[src/rtl/sprite_layer_renderer.sv]
// Composites a scaled palettised background with one animated, mirrorable sprite.
// Two-stage pipeline: ROM fetch + hit/blank delay, then palette lookup into RGB registers.
module sprite_layer_renderer #(
    parameter int IDX_W      = 4,
    parameter int BG_W       = 40,
    parameter int BG_SHIFT   = 4,
    parameter int BG_ADDR_W  = 11,
    parameter int SPR_W      = 16,
    parameter int SPR_H      = 16,
    parameter int SPR_SHIFT  = 1,
    parameter int ANIM_FRAMES = 4,
    parameter int ANIM_DIV   = 8,
    parameter int SPR_ADDR_W = 10,
    parameter int TRANSP_IDX = 0
) (
    input  logic                  vga_clk,
    input  logic                  reset_n,
    input  logic [9:0]            DrawX,
    input  logic [9:0]            DrawY,
    input  logic                  blank,
    input  logic                  frame_start,
    input  logic [9:0]            sprite_x,
    input  logic [9:0]            sprite_y,
    input  logic                  sprite_flip,
    input  logic                  sprite_en,
    input  logic                  pal_we,
    input  logic [IDX_W-1:0]      pal_addr,
    input  logic [11:0]           pal_data,
    output logic [BG_ADDR_W-1:0]  bg_rom_addr,
    input  logic [IDX_W-1:0]      bg_rom_q,
    output logic [SPR_ADDR_W-1:0] spr_rom_addr,
    input  logic [IDX_W-1:0]      spr_rom_q,
    output logic [3:0]            red,
    output logic [3:0]            green,
    output logic [3:0]            blue
);

    localparam int          PAL_N     = 2 ** IDX_W;
    localparam int          DIV_W     = (ANIM_DIV > 1) ? $clog2(ANIM_DIV) : 1;
    localparam int          FRAME_W   = (ANIM_FRAMES > 1) ? $clog2(ANIM_FRAMES) : 1;
    localparam logic [31:0] SPR_PX_W  = 32'(SPR_W << SPR_SHIFT);
    localparam logic [31:0] SPR_PX_H  = 32'(SPR_H << SPR_SHIFT);

    logic [9:0]          r_act_x;
    logic [9:0]          r_act_y;
    logic                r_act_flip;
    logic                r_act_en;
    logic [DIV_W-1:0]    r_div_cnt;
    logic [FRAME_W-1:0]  r_anim_frame;
    logic                r_hit_d;
    logic                r_blank_d;
    logic [11:0]         r_rgb;
    logic [11:0]         r_palette [PAL_N];

    logic [10:0]         w_dx;
    logic [10:0]         w_dy;
    logic [10:0]         w_u;
    logic [10:0]         w_v;
    logic [10:0]         w_u_f;
    logic                w_hit;
    logic [IDX_W-1:0]    w_idx;

    // Active sprite state only moves at frame boundaries so a frame never tears.
    always_ff @(posedge vga_clk or negedge reset_n) begin
        if (!reset_n) begin
            r_act_x      <= '0;
            r_act_y      <= '0;
            r_act_flip   <= 1'b0;
            r_act_en     <= 1'b0;
            r_div_cnt    <= '0;
            r_anim_frame <= '0;
        end else if (frame_start) begin
            r_act_x    <= sprite_x;
            r_act_y    <= sprite_y;
            r_act_flip <= sprite_flip;
            r_act_en   <= sprite_en;
            if (r_div_cnt == DIV_W'(ANIM_DIV - 1)) begin
                r_div_cnt    <= '0;
                r_anim_frame <= (r_anim_frame == FRAME_W'(ANIM_FRAMES - 1)) ? '0 : r_anim_frame + 1'b1;
            end else begin
                r_div_cnt <= r_div_cnt + 1'b1;
            end
        end
    end

    assign bg_rom_addr = BG_ADDR_W'(DrawX >> BG_SHIFT)
                       + BG_ADDR_W'(DrawY >> BG_SHIFT) * BG_ADDR_W'(BG_W);

    // Differences wrap negative into bit 10, which rejects pixels left of/above the sprite.
    assign w_dx  = {1'b0, DrawX} - {1'b0, r_act_x};
    assign w_dy  = {1'b0, DrawY} - {1'b0, r_act_y};
    assign w_hit = r_act_en && !w_dx[10] && !w_dy[10]
                && ({21'd0, w_dx} < SPR_PX_W) && ({21'd0, w_dy} < SPR_PX_H);

    assign w_u   = w_dx >> SPR_SHIFT;
    assign w_v   = w_dy >> SPR_SHIFT;
    assign w_u_f = r_act_flip ? (11'(SPR_W - 1) - w_u) : w_u;

    assign spr_rom_addr = w_hit ? (SPR_ADDR_W'(r_anim_frame) * SPR_ADDR_W'(SPR_W * SPR_H)
                                 + SPR_ADDR_W'(w_v) * SPR_ADDR_W'(SPR_W)
                                 + SPR_ADDR_W'(w_u_f))
                                : '0;

    always_ff @(posedge vga_clk or negedge reset_n) begin
        if (!reset_n) begin
            r_hit_d   <= 1'b0;
            r_blank_d <= 1'b0;
        end else begin
            r_hit_d   <= w_hit;
            r_blank_d <= blank;
        end
    end

    assign w_idx = (r_hit_d && (spr_rom_q != IDX_W'(TRANSP_IDX))) ? spr_rom_q : bg_rom_q;

    always_ff @(posedge vga_clk or negedge reset_n) begin
        if (!reset_n) begin
            for (int i = 0; i < PAL_N; i++) begin
                r_palette[i] <= '0;
            end
        end else if (pal_we) begin
            r_palette[pal_addr] <= pal_data;
        end
    end

    always_ff @(posedge vga_clk or negedge reset_n) begin
        if (!reset_n) begin
            r_rgb <= '0;
        end else begin
            r_rgb <= r_blank_d ? r_palette[w_idx] : 12'h000;
        end
    end

    assign red   = r_rgb[11:8];
    assign green = r_rgb[7:4];
    assign blue  = r_rgb[3:0];

endmodule

[config.mk]
export PLATFORM = sky130hd
export DESIGN_NAME = sprite_layer_renderer
export DESIGN_NICKNAME = d
export VERILOG_FILES = /design/src/rtl/sprite_layer_renderer.sv
export SDC_FILE = /design/constraint.sdc
export NUM_CORES = 1
export LEC_CHECK = 0
export ABC_AREA = 1
export ABC_CLOCK_PERIOD_IN_PS = 5200
export CORE_ASPECT_RATIO = 0.7
export CORE_MARGIN = 8
export CORE_UTILIZATION = 33
export DETAILED_ROUTE_END_ITERATION = 12
export PLACE_DENSITY = 0.55
export SLEW_MARGIN = 20
export SYNTH_ARGS = -nofsm -noshare
export SYNTH_HDL_FRONTEND = slang
export SYNTH_SLANG_ARGS = --single-unit
[constraint.sdc]
create_clock -name vga_clk -period 5.2 [get_ports vga_clk]
set_input_delay 1.04 -clock vga_clk [delete_from_list [all_inputs] [get_ports vga_clk]]
set_output_delay 1.04 -clock vga_clk [all_outputs]
set_load 0.1 [all_outputs]
# Word level (Yosys, flattened, before mapping)
# Cells that the tools add are included.
totals:
  regBits: 233
  out_inout_bits: 33
  wordCells: 65
classes:
  addsub: 8
  n_mul: 1
  n_lt_le_gt_ge: 5
  n_eq_ne: 2
  n_mux: 12
  bitwise_logic: 2
  n_reduce_logical: 10
op_table:
  columns: ["op", "n"]
  rows:
  - ["$bwmux W192", 1]
  - ["$bmux W12 S4", 1]
  - ["$demux W12 S4", 1]
  - ["$mux W12", 4]
  - ["$lt A11 B6 Y1 const B", 2]
  - ["$sub A10 B10 Y11", 2]
  - ["$add A10 B10 Y10", 2]
  - ["$mux W10", 2]
  - ["$add A6 B11 Y11", 1]
  - ["$ge A5 B5 Y1 const B", 2]
  - ["$not A4 Y5", 2]
  - ["$sub A4 B10 Y10 const A", 1]
  - ["$mul A6 B3 Y8 const B", 1]
  - ["$logic_and A1 B1 Y1", 6]
  - ["$lt A5 B1 Y1 const B", 1]
  - ["$mux W4", 1]
  - ["$reduce_bool A4 Y1", 1]
  - ["$add A3 B1 Y3 const B", 1]
  - ["$eq A3 B3 Y1 const B", 1]
  - ["$mux W3", 1]
  - ["$add A2 B1 Y2 const B", 1]
  - ["$eq A2 B2 Y1 const B", 1]
  - ["$logic_not A1 Y1", 2]
  - ["$mux W2", 1]
  - ["$reduce_and A2 Y1", 1]

# Logic depth before layout (Yosys ltp)
logic_depth:
  depth_word: 8
  ltp_mapped: 26
  ltp_nobuf: 26

# Least setup slack after synthesis
# No wires, ideal clock.
synth_timing:
  path_kind: "in2out"
  from: "in DrawX[0]"
  to: "out spr_rom_addr[9]"
  arrival_ps: 5173
  path_slack_ps: -1013
  cell_stages: 23
  path_buffers: 0
  cell_sequence: "inv_1 nand2_1 fa_1 nand3_1 nand3_2 nand2_1 nand3_1 nand2_2 nand2_2 nor2_4 nor2_1 xnor2_1 fa_1 ha_1 a21oi_1 nand2_1 xnor2_1 a21o_1 nand2_1 nand3_1 nand2_1 inv_1 nor2_1"
synth_via:
  elab_chain_cells: 7
  elab_cells_between_ends: 11
synth_lines:
  columns: ["element", "line", "rtl"]
  rows:
  - ["start: declaration", "18", "input logic [9:0] DrawX,"]
  - ["$sub A10 B10 Y11 (*)", "90", "assign w_dx = {1'b0, DrawX} - {1'b0, r_act_x};"]
  - ["parallel branches: the longest is 5 deep, another holds $sub A4 B10 Y10", null, null]
  - ["$mux W10 (*)", "99", "assign spr_rom_addr = w_hit ? (SPR_ADDR_W'(r_anim_frame) * SPR_ADDR_W'(SPR_W * SPR_H)"]
  - ["end: declaration", "31", "output logic [SPR_ADDR_W-1:0] spr_rom_addr,"]
# Every way passes the cells marked *.

# Final worst setup path
# Same ends and word-level chain as after synthesis.

==> impl_metrics.py <==
metrics = {
    "floorplan": {
        "core_footprint_mm2": 0.0371,
        "floorplan.die_area_mm2": 0.0441,
        "top_level_ports": 104,
        "die-height_um": 178,
        "die_x_um": 247,
        "placement_rows": 59,
        "floorplan.initialDensity": 0.334,
    },
    "synth": {
        "post-synth-top-count-cell": "nand2_1",
        "netlist-cell-type-count": 37,
        "yosysSeqAreaShare": 0.471,
        "yosys_most_used_dff": "dfrtp_1",
        "proportion_of_synthesized_flip_flops_having_asynchronous_set_or_reset": 1.00,
        "netlist.area_leader.share": 0.471,
        "yosysTopAreaCell": "dfrtp_1",
        "number_of_enable_flip_flop_cells_after_synthesis": 0,
        "ys_seq_elements": 233,
        "synth_area_leaders": "dfrtp_1 (47%), nand2_1 (14%), o21ai_0 (8.3%)",
        "mappedNetlistNets": 1669,
        "synthesis.instances": 1553,
        "post_synth_instance_area_mm2": 0.0124,
        "synth_top_cells_by_count": "nand2_1 (467), dfrtp_1 (233), o21ai_0 (206)",
        "synth-warning-count": 0,
        "syn_area_per_cell_um2": 7.97,
    },
    "sta": {
        "layout_worst_path_cycle_share": 1.02,
        "rsz0062_at_grt": "yes",
        "worst_slack_ns": -0.0838,
        "worst_clock_skew_ns": 0.0234,
        "setup-violations-final": 1,
        "final_hold_viol_count": 0,
        "period_needed_ns": 5.28,
        "worst_pin_slew_ns": 1.14,
        "max_clock_freq_ghz": 0.189,
        "timing.slew.headroom": 0.236,
        "whs_ns": 0.481,
        "finalMaxSlewViolations": 0,
    },
    "grt": {
        "grt_usage": 0.166,
        "antenna_found_initial": 0,
        "via_count_of_the_first_global_routing_pass": 10264,
        "first_pass_grt_wire_length_um": 58400,
        "grt_remaining_overflow": 0,
        "pin_count_of_the_biggest_net_entering_global_routing": 115,
    },
    "route": {
        "antenna_left": 0,
        "wl_per_cell_um": 16.7,
        "drt-pass1-iter-count": 5,
        "route.final.wire_length_um": 36200,
        "drc": 0,
        "via_count": 10588,
        "detail_route.vias_per_cell": 4.89,
        "detailedRoute.firstIterationViolations": 815,
    },
    "clock_network": {
        "cts_root_buf": "clkbuf_16",
        "clock_sink_count": 233,
        "clk_latency_worst_skew_pair_ns": 0.56,
        "cts_tree": "yes",
        "tritoncts.num_buffers": 25,
        "clkTransAtPathRegs_ns": 0.06,
        "clk_path_buf_depth": 3,
        "htree_levels": 1,
        "holdBufCountCts": 0,
    },
    "status": {
        "violated_checks": "setup timing",
        "outcome": "finished with violations",
    },
    "power_and_ir_drop": {
        "power_frac_seq": 0.395,
        "power.internal_mw": 3.96,
        "pwr_density_cell_mw_per_mm2": 385,
        "clock_power_share": 0.309,
        "post-layout-total-power_mw": 5.92,
        "netSwitchingPower_mw": 1.96,
        "vdd.ir_drop.worst_mv": 0.236,
        "fraction_of_power_spent_switching_nets": 0.331,
        "p_leak_nw": 7.23,
        "comb_power_share": 0.296,
    },
    "hold_path": {
        "timing.hold.worst.start": "r_palette[86]$_DFFE_PN0P_",
        "min_to": "r_palette[86]$_DFFE_PN0P_",
        "hold_path.class": "flip-flop to flip-flop",
        "min_path_cells": 2,
    },
    "cells_and_area": {
        "flow.area_growth_from_synthesis_pct": 24.2,
        "drive_above_1_share": 0.141,
        "fin_nets": 1778,
        "finish.utilization": 0.415,
        "layoutNonFillerInstCount": 2167,
    },
    "worst_setup_path": {
        "crit_path_end_kind": "output pin",
        "worst-path-max-fanout": 4,
        "timing.setup.critical_path_class": "primary input to output pin",
        "reg2reg_slack_ns": 2.45,
        "regToRegEndpoint": "r_rgb[6]$_DFF_PN0_",
        "reg2regPathDepth": 11,
        "critical_path.startpoint_type": "primary input",
        "critPathArrivalTime_ns": 4.24,
        "cp_data_required_time_ns": 4.16,
        "reg2reg_from": "r_hit_d$_DFF_PN0_",
    },
    "run": {
        "max_cap_viol_count": 0,
    },
    "place": {
        "place_congestion": 0.833,
        "place_inst": 2112,
        "setup_slack_placement_ns": -0.718,
        "io_buffer_count": 103,
        "dpl.hpwl_um": 23700,
    },
}
## worst max-delay path by stage
| stage | endpoint | slack (ns) | depth (start not counted) | from |
|---|---|---|---|---|
| after floorplan | spr_rom_addr[9] | -0.09 | 24 | DrawX[0] |
| after global placement | spr_rom_addr[9] | -0.68 | 26 | DrawX[0] |
| after detailed placement | spr_rom_addr[9] | -0.72 | 26 | DrawX[0] |
| after CTS | spr_rom_addr[9] | -0.07 | 25 | DrawX[0] |
| after global routing | spr_rom_addr[9] | -0.25 | 24 | DrawX[5] |
| final | spr_rom_addr[9] | -0.08 | 25 | DrawX[0] |
## through the flow
step                      cell area (um2)  TNS [ns]
after floorplan                     12400   -0.0875
after global placement              14300     -1.02
after detailed placement            14300     -1.17
after CTS                           15400   -0.0682
after global routing                15400    -0.251
final                               15400   -0.0838
## critical path, stage by stage
cell	delay, ns
buf_8	0.11
inv_12	0.04
nand2_4	0.04
fa_2	0.38
nand3_2	0.09
nand3_2	0.09
nand2_2	0.11
nand3_2	0.07
nand2_2	0.08
nand2_2	0.07
nor2_4	0.11
nor2_4	0.05
xnor2_2	0.16
fa_1	0.48
ha_4	0.27
a21oi_2	0.12
nand2_1	0.09
xnor2_2	0.15
a21o_1	0.15
nand2_1	0.07
nand3_1	0.07
nand2_1	0.08
inv_2	0.04
nor2_4	0.09
buf_12	0.18
## area by class of cell
class	count	area, um2
antenna	1	2.50
tap	488	611
clock buffer	37	731
inverter	147	564
timing repair buffer	174	1690
fill	3771	21700
clock inverter	6	101
sequential	233	5830
multi-input combinational	1081	5850
## logic make-up (layout without fill, tap and decap cells)
logic type      Yosys count  in the layout  synth area share
fa+ha+maj                45             45            0.0491
flops                   233            233             0.471
compound gates          289            289             0.129
buf+inv                 239            364            0.0786
mux                       3              3           0.00273
other cells               0              1                 0
simple gates            716            716             0.249
xor+xnor                 28             28            0.0198
## state kept, by name, indices dropped and copies added, names as in the netlist
register / cells
r_act_y: 10
r_blank_d: 1
r_hit_d: 1
r_act_x: 10
r_anim_frame: 2
r_act_flip: 1
r_act_en: 1
r_palette: 192
r_div_cnt: 3
r_rgb: 12
## metal layers
| layer | global-route usage | vias up | wire, um |
|---|---|---|---|
| met2 | 0.253 | 245 | 15700 |
| li1 | - | 5256 | - |
| met1 | 0.245 | 5039 | 17900 |
| met5 | 0 | - | 0 |
| met4 | 0.0396 | 0 | 706 |
| met3 | 0.0257 | 48 | 1870 |
## placed cells by master, fill, tap and decap left out, types with 4 or more instances in the layout
cell type / instances
a21oi_1: 12
clkbuf_16: 25
inv_1: 136
nand2_1: 453
nor2_2: 14
o21ai_1: 10
nor2_1: 34
a21oi_2: 4
inv_2: 9
nand2_4: 9
dfrtp_1: 233
clkdlybuf4s50_1: 75
nand3_2: 8
buf_12: 14
clkbuf_1: 6
ha_4: 8
o211ai_1: 48
and3_1: 12
buf_4: 75
xnor2_1: 12
o21ai_0: 206
xor2_1: 12
nand2_2: 27
nand4_1: 10
buf_2: 4
ha_1: 31
nor2_4: 6
clkbuf_8: 6
nand3_1: 137
## timing repair
action                                  4_1_cts  5_1_grt
setup buffers                                11        0
gates resized for setup                      73        2
pin swaps                                    39        0
endpoints found under the setup margin        4        2
## power by group through the flow
| stage | registers [mW] | clock network [mW] | logic, mW |
|---|---|---|---|
| after floorplan | 2.39 | 0 | 1.11 |
| after global placement | 2.36 | 0 | 1.63 |
| after global routing | 2.38 | 1.97 | 1.96 |
| final | 2.34 | 1.83 | 1.75 |
| after detailed placement | 2.37 | 0 | 1.66 |
| after CTS | 2.34 | 1.88 | 1.75 |
No activity file was read; power rests on OpenSTA's default activity.
